<file path="config.mk">
export PLATFORM = sky130hd
export DESIGN_NAME = fip_add_arbiter_flat
export DESIGN_NICKNAME = d
export VERILOG_FILES = /design/src/rtl/fip_add_arbiter_if.sv /design/src/rtl/fip_add_arbiter.sv /design/src/flat_wrapper.sv
export SDC_FILE = /design/constraint.sdc
export NUM_CORES = 1
export LEC_CHECK = 0
export ABC_AREA = 0
export CELL_PAD_IN_SITES_DETAIL_PLACEMENT = 0
export CELL_PAD_IN_SITES_GLOBAL_PLACEMENT = 1
export CORE_MARGIN = 1.5
export CORE_UTILIZATION = 31
export DETAILED_ROUTE_END_ITERATION = 8
export PLACE_DENSITY_LB_ADDON = 0.2
export SLEW_MARGIN = 20
export SYNTH_ARGS = -nofsm -noshare
export SYNTH_HDL_FRONTEND = slang
export SYNTH_SLANG_ARGS = --single-unit
</file>
<file path="constraint.sdc">
create_clock -name clk_i -period 11.1 [get_ports clk_i]
set_input_delay 1.665 -clock clk_i [delete_from_list [all_inputs] [get_ports clk_i]]
set_output_delay 1.665 -clock clk_i [all_outputs]
set_load 0.1 [all_outputs]
</file>
<file path="src/rtl/fip_add_arbiter_if.sv">
// Handshake bundle between the intersection units, the shared Q16.16 adder and
// the downstream result consumer.
interface fip_add_arbiter_if #(
    parameter int N_REQ  = 4,
    parameter int ID_W   = 2,
    parameter int DATA_W = 32
);
    logic [N_REQ-1:0]        req_valid;
    logic [N_REQ-1:0]        req_ready;
    logic [DATA_W*N_REQ-1:0] req_x;
    logic [DATA_W*N_REQ-1:0] req_y;
    logic                    rsp_valid;
    logic                    rsp_ready;
    logic [DATA_W-1:0]       rsp_sum;
    logic                    rsp_overflow;
    logic [ID_W-1:0]         rsp_id;

    modport master (
        output req_valid, req_x, req_y, rsp_ready,
        input  req_ready, rsp_valid, rsp_sum, rsp_overflow, rsp_id
    );

    modport slave (
        input  req_valid, req_x, req_y, rsp_ready,
        output req_ready, rsp_valid, rsp_sum, rsp_overflow, rsp_id
    );
endinterface

</file>
<file path="src/rtl/fip_add_arbiter.sv">
// Round-robin front end for one shared Q16.16 adder: two pipeline stages,
// valid/ready on both sides and a saturating overflow event counter.
module fip_add_arbiter #(
    parameter int N_REQ    = 4,
    parameter int SATURATE = 0,
    parameter int ID_W     = 2,
    parameter int DATA_W   = 32
) (
    input  logic              clk_i,
    input  logic              reset_i,
    fip_add_arbiter_if.slave  bus,
    output logic [15:0]       ovf_count_o
);

    localparam logic [ID_W-1:0] PTR_RST = ID_W'(N_REQ - 1);

    // Returns {overflow, sum}; wraps or clamps depending on SATURATE.
    function automatic logic [DATA_W:0] add_q16(input logic signed [DATA_W-1:0] a,
                                                input logic signed [DATA_W-1:0] b);
        logic signed [DATA_W:0] s;
        logic                   ovf;
        logic [DATA_W-1:0]      res;
        s   = {a[DATA_W-1], a} + {b[DATA_W-1], b};
        ovf = s[DATA_W] ^ s[DATA_W-1];
        res = s[DATA_W-1:0];
        if (SATURATE != 0 && ovf) begin
            res = s[DATA_W] ? {1'b1, {(DATA_W-1){1'b0}}} : {1'b0, {(DATA_W-1){1'b1}}};
        end
        return {ovf, res};
    endfunction

    logic                     vld_p1_q, vld_p1_d;
    logic signed [DATA_W-1:0] x_p1_q, x_p1_d;
    logic signed [DATA_W-1:0] y_p1_q, y_p1_d;
    logic [ID_W-1:0]          id_p1_q, id_p1_d;
    logic                     vld_p2_q, vld_p2_d;
    logic signed [DATA_W-1:0] sum_p2_q, sum_p2_d;
    logic                     ovf_p2_q, ovf_p2_d;
    logic [ID_W-1:0]          id_p2_q, id_p2_d;
    logic [ID_W-1:0]          ptr_q, ptr_d;
    logic [15:0]              ovf_cnt_q, ovf_cnt_d;

    logic                     adv1, adv2, accept;
    logic                     gnt_vld;
    logic [ID_W-1:0]          gnt_idx, cand;
    logic [N_REQ-1:0]         ready;
    logic signed [DATA_W-1:0] x_sel, y_sel;

    assign adv2   = !vld_p2_q || bus.rsp_ready;
    assign adv1   = !vld_p1_q || adv2;
    assign accept = adv1 && gnt_vld && !reset_i;

    // Search starts one past the last granted requester.
    always_comb begin
        gnt_vld = 1'b0;
        gnt_idx = '0;
        cand    = '0;
        for (int k = 1; k <= N_REQ; k++) begin
            cand = ID_W'((int'(ptr_q) + k) % N_REQ);
            if (!gnt_vld && bus.req_valid[cand]) begin
                gnt_vld = 1'b1;
                gnt_idx = cand;
            end
        end
    end

    always_comb begin
        ready = '0;
        if (accept) begin
            ready[gnt_idx] = 1'b1;
        end
    end

    always_comb begin
        x_sel = '0;
        y_sel = '0;
        for (int i = 0; i < N_REQ; i++) begin
            if (gnt_idx == ID_W'(i)) begin
                x_sel = bus.req_x[i*DATA_W +: DATA_W];
                y_sel = bus.req_y[i*DATA_W +: DATA_W];
            end
        end
    end

    always_comb begin
        // S1: operand capture
        vld_p1_d = vld_p1_q;
        x_p1_d   = x_p1_q;
        y_p1_d   = y_p1_q;
        id_p1_d  = id_p1_q;
        if (adv1) begin
            vld_p1_d = accept;
            if (accept) begin
                x_p1_d  = x_sel;
                y_p1_d  = y_sel;
                id_p1_d = gnt_idx;
            end
        end
        // S2: add result
        vld_p2_d = vld_p2_q;
        sum_p2_d = sum_p2_q;
        ovf_p2_d = ovf_p2_q;
        id_p2_d  = id_p2_q;
        if (adv2) begin
            vld_p2_d = vld_p1_q;
            if (vld_p1_q) begin
                {ovf_p2_d, sum_p2_d} = add_q16(x_p1_q, y_p1_q);
                id_p2_d              = id_p1_q;
            end
        end
        ptr_d     = accept ? gnt_idx : ptr_q;
        ovf_cnt_d = ovf_cnt_q;
        if (vld_p2_q && bus.rsp_ready && ovf_p2_q && ovf_cnt_q != 16'hFFFF) begin
            ovf_cnt_d = ovf_cnt_q + 16'd1;
        end
    end

    always_ff @(posedge clk_i) begin
        if (reset_i) begin
            vld_p1_q  <= 1'b0;
            vld_p2_q  <= 1'b0;
            sum_p2_q  <= '0;
            ovf_p2_q  <= 1'b0;
            id_p2_q   <= '0;
            ptr_q     <= PTR_RST;
            ovf_cnt_q <= '0;
        end else begin
            vld_p1_q  <= vld_p1_d;
            vld_p2_q  <= vld_p2_d;
            sum_p2_q  <= sum_p2_d;
            ovf_p2_q  <= ovf_p2_d;
            id_p2_q   <= id_p2_d;
            ptr_q     <= ptr_d;
            ovf_cnt_q <= ovf_cnt_d;
        end
    end

    // Operand registers are only meaningful while vld_p1_q is set.
    always_ff @(posedge clk_i) begin
        x_p1_q  <= x_p1_d;
        y_p1_q  <= y_p1_d;
        id_p1_q <= id_p1_d;
    end

    assign bus.req_ready    = ready;
    assign bus.rsp_valid    = vld_p2_q;
    assign bus.rsp_sum      = sum_p2_q;
    assign bus.rsp_overflow = ovf_p2_q;
    assign bus.rsp_id       = id_p2_q;
    assign ovf_count_o      = ovf_cnt_q;

endmodule

</file>
<file path="src/flat_wrapper.sv">
// flat-port wrapper written by rule: the top's interface ports become plain ports
module fip_add_arbiter_flat 
#(
    parameter int N_REQ    = 4,
    parameter int SATURATE = 0,
    parameter int ID_W     = 2,
    parameter int DATA_W   = 32
)
  (clk_i, reset_i, ovf_count_o, bus_req_valid, bus_req_x, bus_req_y, bus_rsp_ready, bus_req_ready, bus_rsp_valid, bus_rsp_sum, bus_rsp_overflow, bus_rsp_id);
  fip_add_arbiter_if #(.N_REQ(N_REQ), .ID_W(ID_W), .DATA_W(DATA_W)) bus_i ();
  input  logic clk_i;
  input  logic reset_i;
  output logic [15:0] ovf_count_o;
  input wire logic [$bits(bus_i.req_valid)-1:0] bus_req_valid;
  input wire logic [$bits(bus_i.req_x)-1:0] bus_req_x;
  input wire logic [$bits(bus_i.req_y)-1:0] bus_req_y;
  input wire logic [$bits(bus_i.rsp_ready)-1:0] bus_rsp_ready;
  output wire logic [$bits(bus_i.req_ready)-1:0] bus_req_ready;
  output wire logic [$bits(bus_i.rsp_valid)-1:0] bus_rsp_valid;
  output wire logic [$bits(bus_i.rsp_sum)-1:0] bus_rsp_sum;
  output wire logic [$bits(bus_i.rsp_overflow)-1:0] bus_rsp_overflow;
  output wire logic [$bits(bus_i.rsp_id)-1:0] bus_rsp_id;
  assign bus_i.req_valid = bus_req_valid;
  assign bus_i.req_x = bus_req_x;
  assign bus_i.req_y = bus_req_y;
  assign bus_i.rsp_ready = bus_rsp_ready;
  assign bus_req_ready = bus_i.req_ready;
  assign bus_rsp_valid = bus_i.rsp_valid;
  assign bus_rsp_sum = bus_i.rsp_sum;
  assign bus_rsp_overflow = bus_i.rsp_overflow;
  assign bus_rsp_id = bus_i.rsp_id;
  fip_add_arbiter #(.N_REQ(N_REQ), .SATURATE(SATURATE), .ID_W(ID_W), .DATA_W(DATA_W)) u_core (.clk_i(clk_i), .reset_i(reset_i), .bus(bus_i), .ovf_count_o(ovf_count_o));
endmodule
</file>
## Word level (Yosys, flattened, before mapping)

Cells that the tools add are included.

| storage, ports and cells | value |
|---|---|
| flip-flop bits (word level) | 121 |
| bits of input ports | 263 |
| output and inout bits | 56 |
| logic and storage cells | 74 |

| operators by class | value |
|---|---|
| $add $sub $neg | 6 |
| $lt $le $gt $ge | 6 |
| equality and inequality tests | 4 |
| muxes and demuxes | 27 |
| bitwise gates (word level) | 1 |
| reductions and logical operators | 20 |

Operators with widths:

| operator | number |
|---|---|
| $mux 32 | 8 |
| $add 32x32->33 | 1 |
| $add 16x1->16 const B | 1 |
| $ne 16x16->1 const B | 1 |
| $lt 2x3->1 const B | 5 |
| $logic_and 1x1->1 | 9 |
| $mux 1 | 9 |
| $bmux 1 s2 | 4 |
| $mux 2 | 4 |
| $logic_not 1->1 | 6 |
| $add 2x1->2 const B | 2 |
| $add 2x2->2 const B | 2 |
| $eq 2x2->1 const B | 2 |
| $mux 4 | 1 |
| $reduce_and 2->1 | 2 |
| $demux 1 s2 | 1 |
| $eq 2x1->1 const B | 1 |
| $ge 2x1->1 const B | 1 |
| $logic_not 2->1 | 1 |
| $logic_or 1x1->1 | 2 |
| $xor 1x1->1 | 1 |

## Depth between registers and ports, before layout

Gate-level depths: netlist of run 1.

| logic depth | value |
|---|---|
| word-level depth | 18 |
| mapped depth | 11 |
| gate-level depth less buffers | 10 |

## Worst setup path after synthesis of run 1

OpenSTA, ideal clock, no wires.

| timing | value |
|---|---|
| path type | input port to output port |
| from | input reset_i |
| to | output bus_req_ready[0] |
| data arrival time | 8.958 ns |
| data required time | 9.435 ns |
| setup slack | 0.477 ns |
| cell stages on the path | 4 |
| path buffers | 1 |
| cells stage by stage | buf_2 a211oi_1 nand2_1 nor2_1 |

| between the ends | value |
|---|---|
| cells in the longest elaborated chain, start to end | 3 |

Ends and longest elaborated chain:

| item | RTL line | text |
|---|---|---|
| from (decl) | flat_wrapper.sv:12 | `input logic reset_i;` |
| $logic_not 1->1 | fip_add_arbiter.sv:51 | `assign accept = adv1 && gnt_vld && !reset_i;` |
| $logic_and 1x1->1 | fip_add_arbiter.sv:51 |  |
| $mux 4 | fip_add_arbiter.sv:69 | `if (accept) begin` |
| to (decl) | flat_wrapper.sv:18 | `output wire logic [$bits(bus_i.req_ready)-1:0] bus_req_ready;` |

Every way passes these cells.

## Worst setup path in the final report of run 1

| timing | value |
|---|---|
| from | input bus_req_valid[3] |
| to | output bus_req_ready[0] |

| between the ends | value |
|---|---|
| cells in the longest elaborated chain, start to end | 17 |
| elaborated cells on any way between the ends | 30 |
| those cells by class | order compare: 2; mux: 19; reduce/logical: 9 |

Ends and longest elaborated chain:

| item | RTL line | text |
|---|---|---|
| from (decl) | flat_wrapper.sv:14 | `input wire logic [$bits(bus_i.req_valid)-1:0] bus_req_valid;` |
| $bmux 1 s2 | fip_add_arbiter.sv:60 | `if (!gnt_vld && bus.req_valid[cand]) begin` |
| $mux 1 (implied by the code) | fip_add_arbiter.sv:60 |  |
| $mux 1 | fip_add_arbiter.sv:60 |  |
| $logic_not 1->1 | fip_add_arbiter.sv:60 |  |
| $logic_and 1x1->1 | fip_add_arbiter.sv:60 |  |
| $mux 1 | fip_add_arbiter.sv:60 |  |
| $logic_not 1->1 | fip_add_arbiter.sv:60 |  |
| $logic_and 1x1->1 | fip_add_arbiter.sv:60 |  |
| $mux 1 | fip_add_arbiter.sv:60 |  |
| $logic_not 1->1 | fip_add_arbiter.sv:60 |  |
| $logic_and 1x1->1 | fip_add_arbiter.sv:60 |  |
| $mux 2 | fip_add_arbiter.sv:60 |  |
| $lt 2x3->1 (implied by the code) or $ge 2x1->1 (tied branches) | fip_add_arbiter.sv:70 | `ready[gnt_idx] = 1'b1;` |
| $logic_and 1x1->1 (implied by the code) | fip_add_arbiter.sv:70 |  |
| $mux 1 (implied by the code) | fip_add_arbiter.sv:70 |  |
| $demux 1 s2 | -- |  |
| $mux 4 (*) | fip_add_arbiter.sv:69 |  |

Every way passes the cells marked *; elsewhere a longest branch is shown, timed or not. The select of a mux whose other input is x is not followed.

==> results.cfg, run 1 <==
[outcome]
status = finished, final reports clean

[drt]
route.met2.wl_mm = 12.1
detail-route-antenna-nets = 0
avgViaCountPerCell = 4.96
top_layer_used = met4
drt_iter0_drc = 645
wire_per_inst_um = 16.6
wl_met3_mm = 1.58
wl_mm = 26.7
drc = 0
routed-via-count = 7988
dr.pass1.iters = 5
wl_met1_mm = 12.6

[synth]
yosysUniqueCellTypes = 59
ys_warn_count = 0
synthCells = 995
postSynth.asyncResetShare_pct = 0
synth-seq-area-share_pct = 39.5
synth_nets = 1292
synth_area_um2 = 7800
avgSynthCellArea_um2 = 7.84
ys_ff_latch = 121
synth_edf_count = 66
synth-main-ff-cell = edfxtp_1

[timing]
hold_ws_ps = 453
fmax_mhz = 143
fin_skew_ps = 7.80
worstMarginPinSlew_ps = 1020
relSlewSlack_pct = 31.8
final.min_clock_period_ps = 7010
fin_crit_sh_pct = 63.2
slew_violations = 0
finalSetupViolCount = 0
hold_violations = 0
setup_tns_ps = 0
rsz0062_at_grt = false

[clock_network]
clockBufferDepth = 2
cts_setup_buffers = 0
root_buffer = clkbuf_16
clk_latency_ps = 420
cts_tree = built
post_cts_resize_count = 0
cts.sinks = 121
postCtsHoldBufs = 0
cts.clk_slew.worst_paths_ps = 50
cts_buffers = 17
cts_htree_levels = 4

[die]
num_rows = 57
die_area_um2 = 26100
coreArea_um2 = 24500
dieWidth_um = 162
start_util_pct = 31.8
fp.dieH_um = 162
io_pins = 319

[setup_path]
crit_start = bus_req_valid[3]
start_kind = input pin
cp.arrival_ps = 5350
crit_type = in -> out
critPathMaxFanout = 67
critPathTopFamily = buffers and inverters
crit_chain = clkdlybuf4s50_1 > nor4_1 > or2_2 > buf_4 > inv_2 > buf_4 > nor2_1 > clkdlybuf4s50_1
reg2reg_from = u_core.ptr_q[0]
worstPathBufferInverterCount = 5
cp_slowest_cell = clkdlybuf4s50_1
endpoint_kind = primary output
max_stage_delay_ps = 1150
critPathRequiredTime_ps = 9440

[layout]
areaGrowthSynthToFinish_pct = 51.4
finalNonFillerCells = 1611
drive_gt1_share_pct = 4.35
multiInputGateArea_um2 = 4430
final_nets = 1571
final_cell_area_um2 = 11800
antenna_cells = 0
fillers = 2465
final-seq-area_um2 = 3080

[placement]
portBuffers = 318
dp_hpwl_mm = 20.6
placed_area_um2 = 11200
gp_congestion = 0.825
dpl.cell_count = 1579

[job]
drv_cap = 0

[grt]
grt_max_degree = 92
grt_pass1_vias = 7603
grt_use_total_pct = 19.9
grt_pass1_wl_mm = 40.9
antenna_found_initial = 0
grt_overflow = 0

[min_path]
hp-class = reg -> reg
min_from = u_core.bus.rsp_sum[11]

[power_and_ir_drop]
leakage_nw = 4.74
finalPower_mw = 2.13
irDropWorstVdd_mv = 0.116
power.density_nw_per_um2 = 181
-- flip-flops by register name (all words and copies together), names as in the netlist --
register                 flops
u_core.bus.rsp_sum          32
u_core.bus.rsp_overflow      1
u_core.ptr_q                 2
u_core.ovf_count_o          16
u_core.y_p1_q               32
u_core.bus.rsp_valid         1
u_core.x_p1_q               32
u_core.vld_p1_q              1
u_core.bus.rsp_id            2
u_core.id_p1_q               2
-- cell usage in the layout (no fill, tap or decap), drive strengths merged, types with 4 or more instances in the layout --
| master | netlist | final |
|---|---|---|
| a211oi | 8 | 8 |
| a21oi | 63 | 63 |
| nor2 | 36 | 36 |
| ha | 33 | 33 |
| nand2 | 330 | 330 |
| inv | 13 | 17 |
| xor2 | 17 | 17 |
| buf | 19 | 10 |
| a31oi | 67 | 67 |
| nand3 | 23 | 23 |
| o21ai | 20 | 20 |
| clkbuf | 48 | 21 |
| nor4 | 5 | 5 |
| a21o | 12 | 12 |
| xnor2 | 19 | 19 |
| dfxtp | 55 | 55 |
| clkdlybuf4s50 | 0 | 317 |
| edfxtp | 66 | 66 |
| o22ai | 4 | 4 |
| o21bai | 6 | 6 |
| and2 | 7 | 7 |
| clkinv | 0 | 5 |
| nand4 | 9 | 9 |
| nor3 | 6 | 6 |
| and3 | 76 | 76 |
| a211o | 6 | 6 |
| o211ai | 8 | 8 |
-- cells by family after synthesis --
group                      count (synthesis)  synth area share [%]
and+or+nand+nor                          505                  28.5
AOI/OAI and AO/OA                        216                  17.9
DFF                                      121                  39.5
buffers and inverters                     80                  4.11
xor gates and xnor gates                  36                  4.04
adders and majority gates                 34                  5.55
muxes                                      3                 0.385
-- stage by stage --
step | worst slack (ps) | utilization, %
global route | 3850 | 48.2
global placement | 4060 | 45.7
detailed placement | 4060 | 45.7
CTS | 4050 | 48.2
finish | 4090 | 48.2
floorplan | 477 | -
-- synth_stat cells, types with 8 or more instances --
cell,instances,area [um2]
a21o_1,12,90.1
a21oi_1,59,295
a31oi_1,67,419
and3_1,76,475
buf_1,10,37.5
buf_2,8,40.0
clkbuf_1,46,173
dfxtp_1,55,1100
edfxtp_1,66,1980
ha_1,33,413
inv_1,13,48.8
nand2_1,330,1240
nand3_1,23,115
nand4_1,9,56.3
nor2_1,36,135
o21ai_0,16,80.1
xnor2_1,19,166
xor2_1,17,149
-- layer usage --
layer,track usage (%),up-vias
li1,-,4080
met2,31.0,258
met3,4.24,30
met1,27.6,3620
met4,6.34,0
met5,0,-
-- worst paths after layout --
| check | cells after the start | slack, ps | to |
|---|---|---|---|
| hold / removal | 2 | 450 | u_core.bus.rsp_sum[11] |
| hold reg to reg | 2 | 450 | u_core.bus.rsp_sum[11] |
| setup reg to reg | 9 | 7920 | u_core.x_p1_q[14] |
| setup / recovery | 8 | 4090 | bus_req_ready[0] |
-- layout make-up --
| type | count | area share (%) |
|---|---|---|
| multi-input combinational | 794 | 37.5 |
| clock buffer | 21 | 4.17 |
| inverter | 13 | 0.434 |
| sequential | 121 | 26.1 |
| timing repair buffer | 327 | 27.5 |
| clock inverter | 11 | 0.942 |
| tap | 324 | 3.43 |
-- power breakdown --
part	switching (mW)	leakage (nW)	total, mW	internal [mW]
clock	0.193	0.304	0.554	0.361
sequential	0.0358	1.09	0.600	0.564
combinational	0.624	3.34	0.980	0.356
-- tightest hold or removal path, cell delays in order (launching register included) --
cell and delay [ps]:
dfxtp_1 310, nand2_1 50, a21oi_1 50
Power figures use the tool's default switching activity.
==> run 2: changes to the inputs <==
--- a/config.mk
+++ b/config.mk
@@ -9,7 +9,7 @@
 export CELL_PAD_IN_SITES_DETAIL_PLACEMENT = 0
 export CELL_PAD_IN_SITES_GLOBAL_PLACEMENT = 1
 export CORE_MARGIN = 1.5
-export CORE_UTILIZATION = 31
+export CORE_UTILIZATION = 28
 export DETAILED_ROUTE_END_ITERATION = 8
 export PLACE_DENSITY_LB_ADDON = 0.2
 export SLEW_MARGIN = 20
==> constraint.sdc (replaced) <==
create_clock -name clk_i -period 6.2 [get_ports clk_i]
set_input_delay 0.93 -clock clk_i [delete_from_list [all_inputs] [get_ports clk_i]]
set_output_delay 0.93 -clock clk_i [all_outputs]
set_load 0.1 [all_outputs]
==> run 2 against run 1 <==
Combinational power is 78% higher. Clock power is 84% higher. Critical path depth is 2 lower. Die area is 11% higher.
==> results.cfg, run 2 (synthesis gave the netlist of run 1 again) <==
[setup_path]
cp.arrival_ps = 3430
critPathRequiredTime_ps = 5270
worstPathBufferInverterCount = 2
critPathTopFamily = buffers and inverters
start_kind = input pin
critPathMaxFanout = 5
cpMostUsedCell = clkdlybuf4s50_1
max_stage_delay_ps = 970
crit_type = in -> out
cp_slowest_cell = clkdlybuf4s50_1
crit_chain = clkdlybuf4s50_1 > nor4_1 > a211oi_4 > nand2_1 > nor2_1 > clkdlybuf4s50_1
endpoint_kind = primary output

[timing]
final.min_clock_period_ps = 4360
fmax_mhz = 230
setup_ws_ps = 1840
rsz0062_at_grt = false
slew_violations = 0
fin_crit_sh_pct = 70.3
relSlewSlack_pct = 30.6
worstMarginPinSlew_ps = 1040
fin_skew_ps = 12.1
finalSetupViolCount = 0
hold_violations = 0
setup_tns_ps = 0

[clock_network]
post_cts_resize_count = 0
clockBufferDepth = 2
cts_buffers = 17
cts_htree_levels = 4
root_buffer = clkbuf_16
cts_setup_buffers = 0
postCtsHoldBufs = 0
cts_tree = built
clk_latency_ps = 420
cts.clk_slew.worst_paths_ps = 60
cts.sinks = 121

[die]
fp.dieH_um = 170
start_util_pct = 28.7
coreArea_um2 = 27200
num_rows = 60
die_area_um2 = 28900
dieWidth_um = 170
io_pins = 319

[drt]
routed-via-count = 8026
wire_per_inst_um = 17.0
dr.pass1.iters = 5
wl_mm = 28.2
drc = 0
detail-route-antenna-nets = 0
drt_iter0_drc = 439
avgViaCountPerCell = 4.84

[power_and_ir_drop]
p_int_mw = 2.30
leakage_nw = 4.75
pwr-share-comb_pct = 45.3
power_frac_clock_pct = 26.6
switchingPower_mw = 1.55
seqPwrFrac_pct = 28.1
irDropWorstVdd_mv = 0.208
sw_frac_of_total_pct = 40.2
power.density_nw_per_um2 = 324

[job]
drv_cap = 0

[placement]
dp_hpwl_mm = 21.3
portBuffers = 318
post-place-ws_ps = 1870
gp_congestion = 0.802

[layout]
final_nets = 1571
antenna_cells = 0
mostFrequentLayoutCell = nand2_1
areaGrowthSynthToFinish_pct = 52.4
drive_gt1_share_pct = 4.66
final_cell_mix = nand2_1, clkdlybuf4s50_1, and3_1

[grt]
antenna_found_initial = 0
grt_use_total_pct = 19.0
grt_pass1_vias = 7650
grt_overflow = 0
grt_max_degree = 87
grt_pass1_wl_mm = 42.5

[min_path]
hp-class = reg -> reg

[outcome]
status = finished, final reports clean
run 2: cell count changes in the layout (fill, tap and decap cells not counted), sizes merged:
cell / delta
bufinv: -2
clkinv: -3
clkdlybuf4s50: -3
buf: +3
clkbuf: +6
inv: -1
run 2: power by group through the flow:
stage,clock (mW),sequential (mW),combinational (mW)
global placement,0,1.10,1.74
global route,1.08,1.09,1.90
floorplan,0,1.41,0.883
finish,1.02,1.08,1.74
CTS,1.05,1.08,1.75
detailed placement,0,1.10,1.75
run 2: routing by layer:
layer | share of wire, % | up-vias | GRT usage [%] | wire length, um
li1 | - | 4086 | - | -
met1 | 47 | 3673 | 26.2 | 13300
met2 | 45 | 249 | 29.6 | 12700
met5 | 0 | - | 0 | 0
met3 | 6.8 | 18 | 5.30 | 1910
met4 | 0.91 | 0 | 3.89 | 255
run 2: worst register-to-register path, delay by kind of cell, from the launching register on:
family          cells  cell delay, ps
compound gates      3             560
buf+inv             4            1560
simple gates        2             350
flops               1             400
run 2: per-stage QoR:
stage | instance area (um2) | utilization, % | power [mW] | cells | hold WS (ps)
2_1_floorplan | 7820 | - | 2.29 | 995 | 471
3_3_place_gp | 11300 | 41.4 | 2.84 | 1627 | 438
3_5_place_dp | 11300 | 41.4 | 2.84 | 1627 | 446
4_1_cts | 11900 | 43.8 | 3.89 | 1659 | 453
5_1_grt | 11900 | 43.8 | 4.07 | 1659 | 463
6_report | 11900 | 43.8 | 3.85 | 1659 | 449
run 2: worst paths after layout:
kind,cells after the start,from,to,slack (ps)
worst max-delay path,6,bus_req_valid[3],bus_req_ready[1],1840
worst min-delay path,2,u_core.bus.rsp_sum[8],u_core.bus.rsp_sum[8],450
worst max register to register,9,u_core.ptr_q[0],u_core.y_p1_q[7],3170
worst min register to register,2,u_core.bus.rsp_sum[8],u_core.bus.rsp_sum[8],450
run 2: final cells by class:
class | count | area (um2)
multi-input combinational | 794 | 4430
inverter | 13 | 51.3
clock inverter | 5 | 38.8
tap | 372 | 465
timing repair buffer | 327 | 3240
fill | 2842 | 15300
clock buffer | 27 | 588
sequential | 121 | 3080
==> run 3: changes to the inputs <==
--- a/config.mk
+++ b/config.mk
@@ -9,7 +9,7 @@
 export CELL_PAD_IN_SITES_DETAIL_PLACEMENT = 0
 export CELL_PAD_IN_SITES_GLOBAL_PLACEMENT = 1
 export CORE_MARGIN = 1.5
-export CORE_UTILIZATION = 28
+export CORE_UTILIZATION = 31
 export DETAILED_ROUTE_END_ITERATION = 8
 export PLACE_DENSITY_LB_ADDON = 0.2
 export SLEW_MARGIN = 20
==> constraint.sdc (replaced) <==
create_clock -name clk_i -period 4.5 [get_ports clk_i]
set_input_delay 0.675 -clock clk_i [delete_from_list [all_inputs] [get_ports clk_i]]
set_output_delay 0.675 -clock clk_i [all_outputs]
set_load 0.1 [all_outputs]
==> run 3 against run 2 <==
Sequential cell count is the same. Count of clock-buffer cells in the layout shrank 9. Final area shrank 0.15%. Clock skew shrank 0.71 ps. Utilization grew 4.6 points. Via count shrank 0.20%. Combinational power grew 37%. Critical endpoint is now bus_req_ready[2].
==> results.cfg, run 3 (synthesis gave the netlist of run 1 again) <==
[die]
num_rows = 57
dieWidth_um = 162
start_util_pct = 31.8
die_area_um2 = 26100
coreArea_um2 = 24500
fp.dieH_um = 162
io_pins = 319

[placement]
post-place-ws_ps = 1100
gp_congestion = 0.852
dp_hpwl_mm = 21.1
portBuffers = 318

[timing]
fmax_mhz = 302
fin_skew_ps = 11.4
fin_crit_sh_pct = 73.6
slew_violations = 0
hold_violations = 0
setup_tns_ps = 0
rsz0062_at_grt = false
final.min_clock_period_ps = 3310
relSlewSlack_pct = 32.3
finalSetupViolCount = 0
setup_ws_ps = 1190
worstMarginPinSlew_ps = 1010

[power_and_ir_drop]
power.density_nw_per_um2 = 442
irDropWorstVdd_mv = 0.200
leakage_nw = 4.74

[drt]
drc = 0
detail-route-antenna-nets = 0
wl_mm = 28.1
routed-via-count = 8010
drt_iter0_drc = 503
dr.pass1.iters = 5
wire_per_inst_um = 17.4
avgViaCountPerCell = 4.98

[setup_path]
crit_type = in -> out
start_kind = input pin
critPathMaxFanout = 4
reg2reg_from = u_core.y_p1_q[0]
cp_slowest_cell = clkdlybuf4s50_1
worstPathBufferInverterCount = 4
cp.arrival_ps = 2640
endpoint_kind = primary output
reg2reg_to = u_core.bus.rsp_sum[28]
r2r_slack_ps = 1420
rr_worst_depth = 10
crit_chain = clkdlybuf4s50_1 > inv_1 > a22oi_1 > o22ai_1 > a31oi_1 > or2_2 > inv_2 > nor2_4 > buf_12
critPathRequiredTime_ps = 3830
critPathTopFamily = buffers and inverters
max_stage_delay_ps = 540
crit_cells = 9

[clock_network]
cts.clk_slew.worst_paths_ps = 60
root_buffer = clkbuf_16
cts_buffers = 17
cts_setup_buffers = 0
postCtsHoldBufs = 0
clockBufferDepth = 2
clk_latency_ps = 420
cts.sinks = 121
cts_htree_levels = 4
cts_tree = built
post_cts_resize_count = 0

[layout]
mostFrequentLayoutCell = nand2_1
areaGrowthSynthToFinish_pct = 52.2
antenna_cells = 0
fillers = 2470
drive_gt1_share_pct = 5.21
final_cell_mix = nand2_1, clkdlybuf4s50_1, and3_1
final_nets = 1570

[min_path]
hold_end = u_core.bus.rsp_sum[5]
min_from = u_core.bus.rsp_sum[5]
hp-class = reg -> reg
whs_path_depth = 2

[grt]
grt_overflow = 0
grt_pass1_wl_mm = 42.7
grt_use_total_pct = 21.0
grt_max_degree = 130
grt_pass1_vias = 7677
antenna_found_initial = 0

[outcome]
status = finished, final reports clean

[job]
drv_cap = 0
run 3: worst max path at each step:
| stage | startpoint | to |
|---|---|---|
| CTS | bus_req_valid[2] | bus_req_ready[2] |
| global placement | bus_req_valid[2] | u_core.x_p1_q[0] |
| global route | bus_req_valid[2] | bus_req_ready[2] |
| detailed placement | bus_req_valid[2] | u_core.x_p1_q[0] |
| floorplan | bus_rsp_ready | bus_req_ready[0] |
| finish | bus_req_valid[2] | bus_req_ready[2] |
run 3: metrics by stage:
stage          utilization, %  std cells  hold slack (ps)  area (um2)  total power [mW]
2_1_floorplan               -        995              471        7850              3.17
3_3_place_gp             46.0       1578              439       11300              3.90
3_5_place_dp             46.0       1578              447       11300              3.91
4_1_cts                  48.4       1610              455       11900              5.29
5_1_grt                  48.4       1610              474       11900              5.55
6_report                 48.4       1610              450       11900              5.25
run 3: power breakdown:
group          leakage (nW)  switching [mW]  internal (mW)
Clock                 0.289           0.560          0.804
Sequential             1.09           0.107           1.39
Combinational          3.37            1.50          0.890
run 3: worst min-delay path, stage by stage, from the launching register on:
cell and delay, ps:
dfxtp_1 310, nand2_1 50, a21oi_1 50
run 3: layer usage:
layer | part of all wire, % | GRT usage, %
met5 | 0 | 0
met2 | 46 | 33.1
met4 | 1.6 | 6.17
met1 | 46 | 28.6
met3 | 6.4 | 5.11
run 3: layout make-up:
cell class                      instances  area, um2  share of cell area (%)
Multi-Input combinational cell        794       4460                    37.5
Timing Repair Buffer                  326       3290                    27.7
Sequential cell                       121       3080                    26.0
Clock buffer                           18        450                    3.79
Tap cell                              324        405                    3.41
Clock inverter                         14        135                    1.14
Inverter                               13       51.3                   0.432
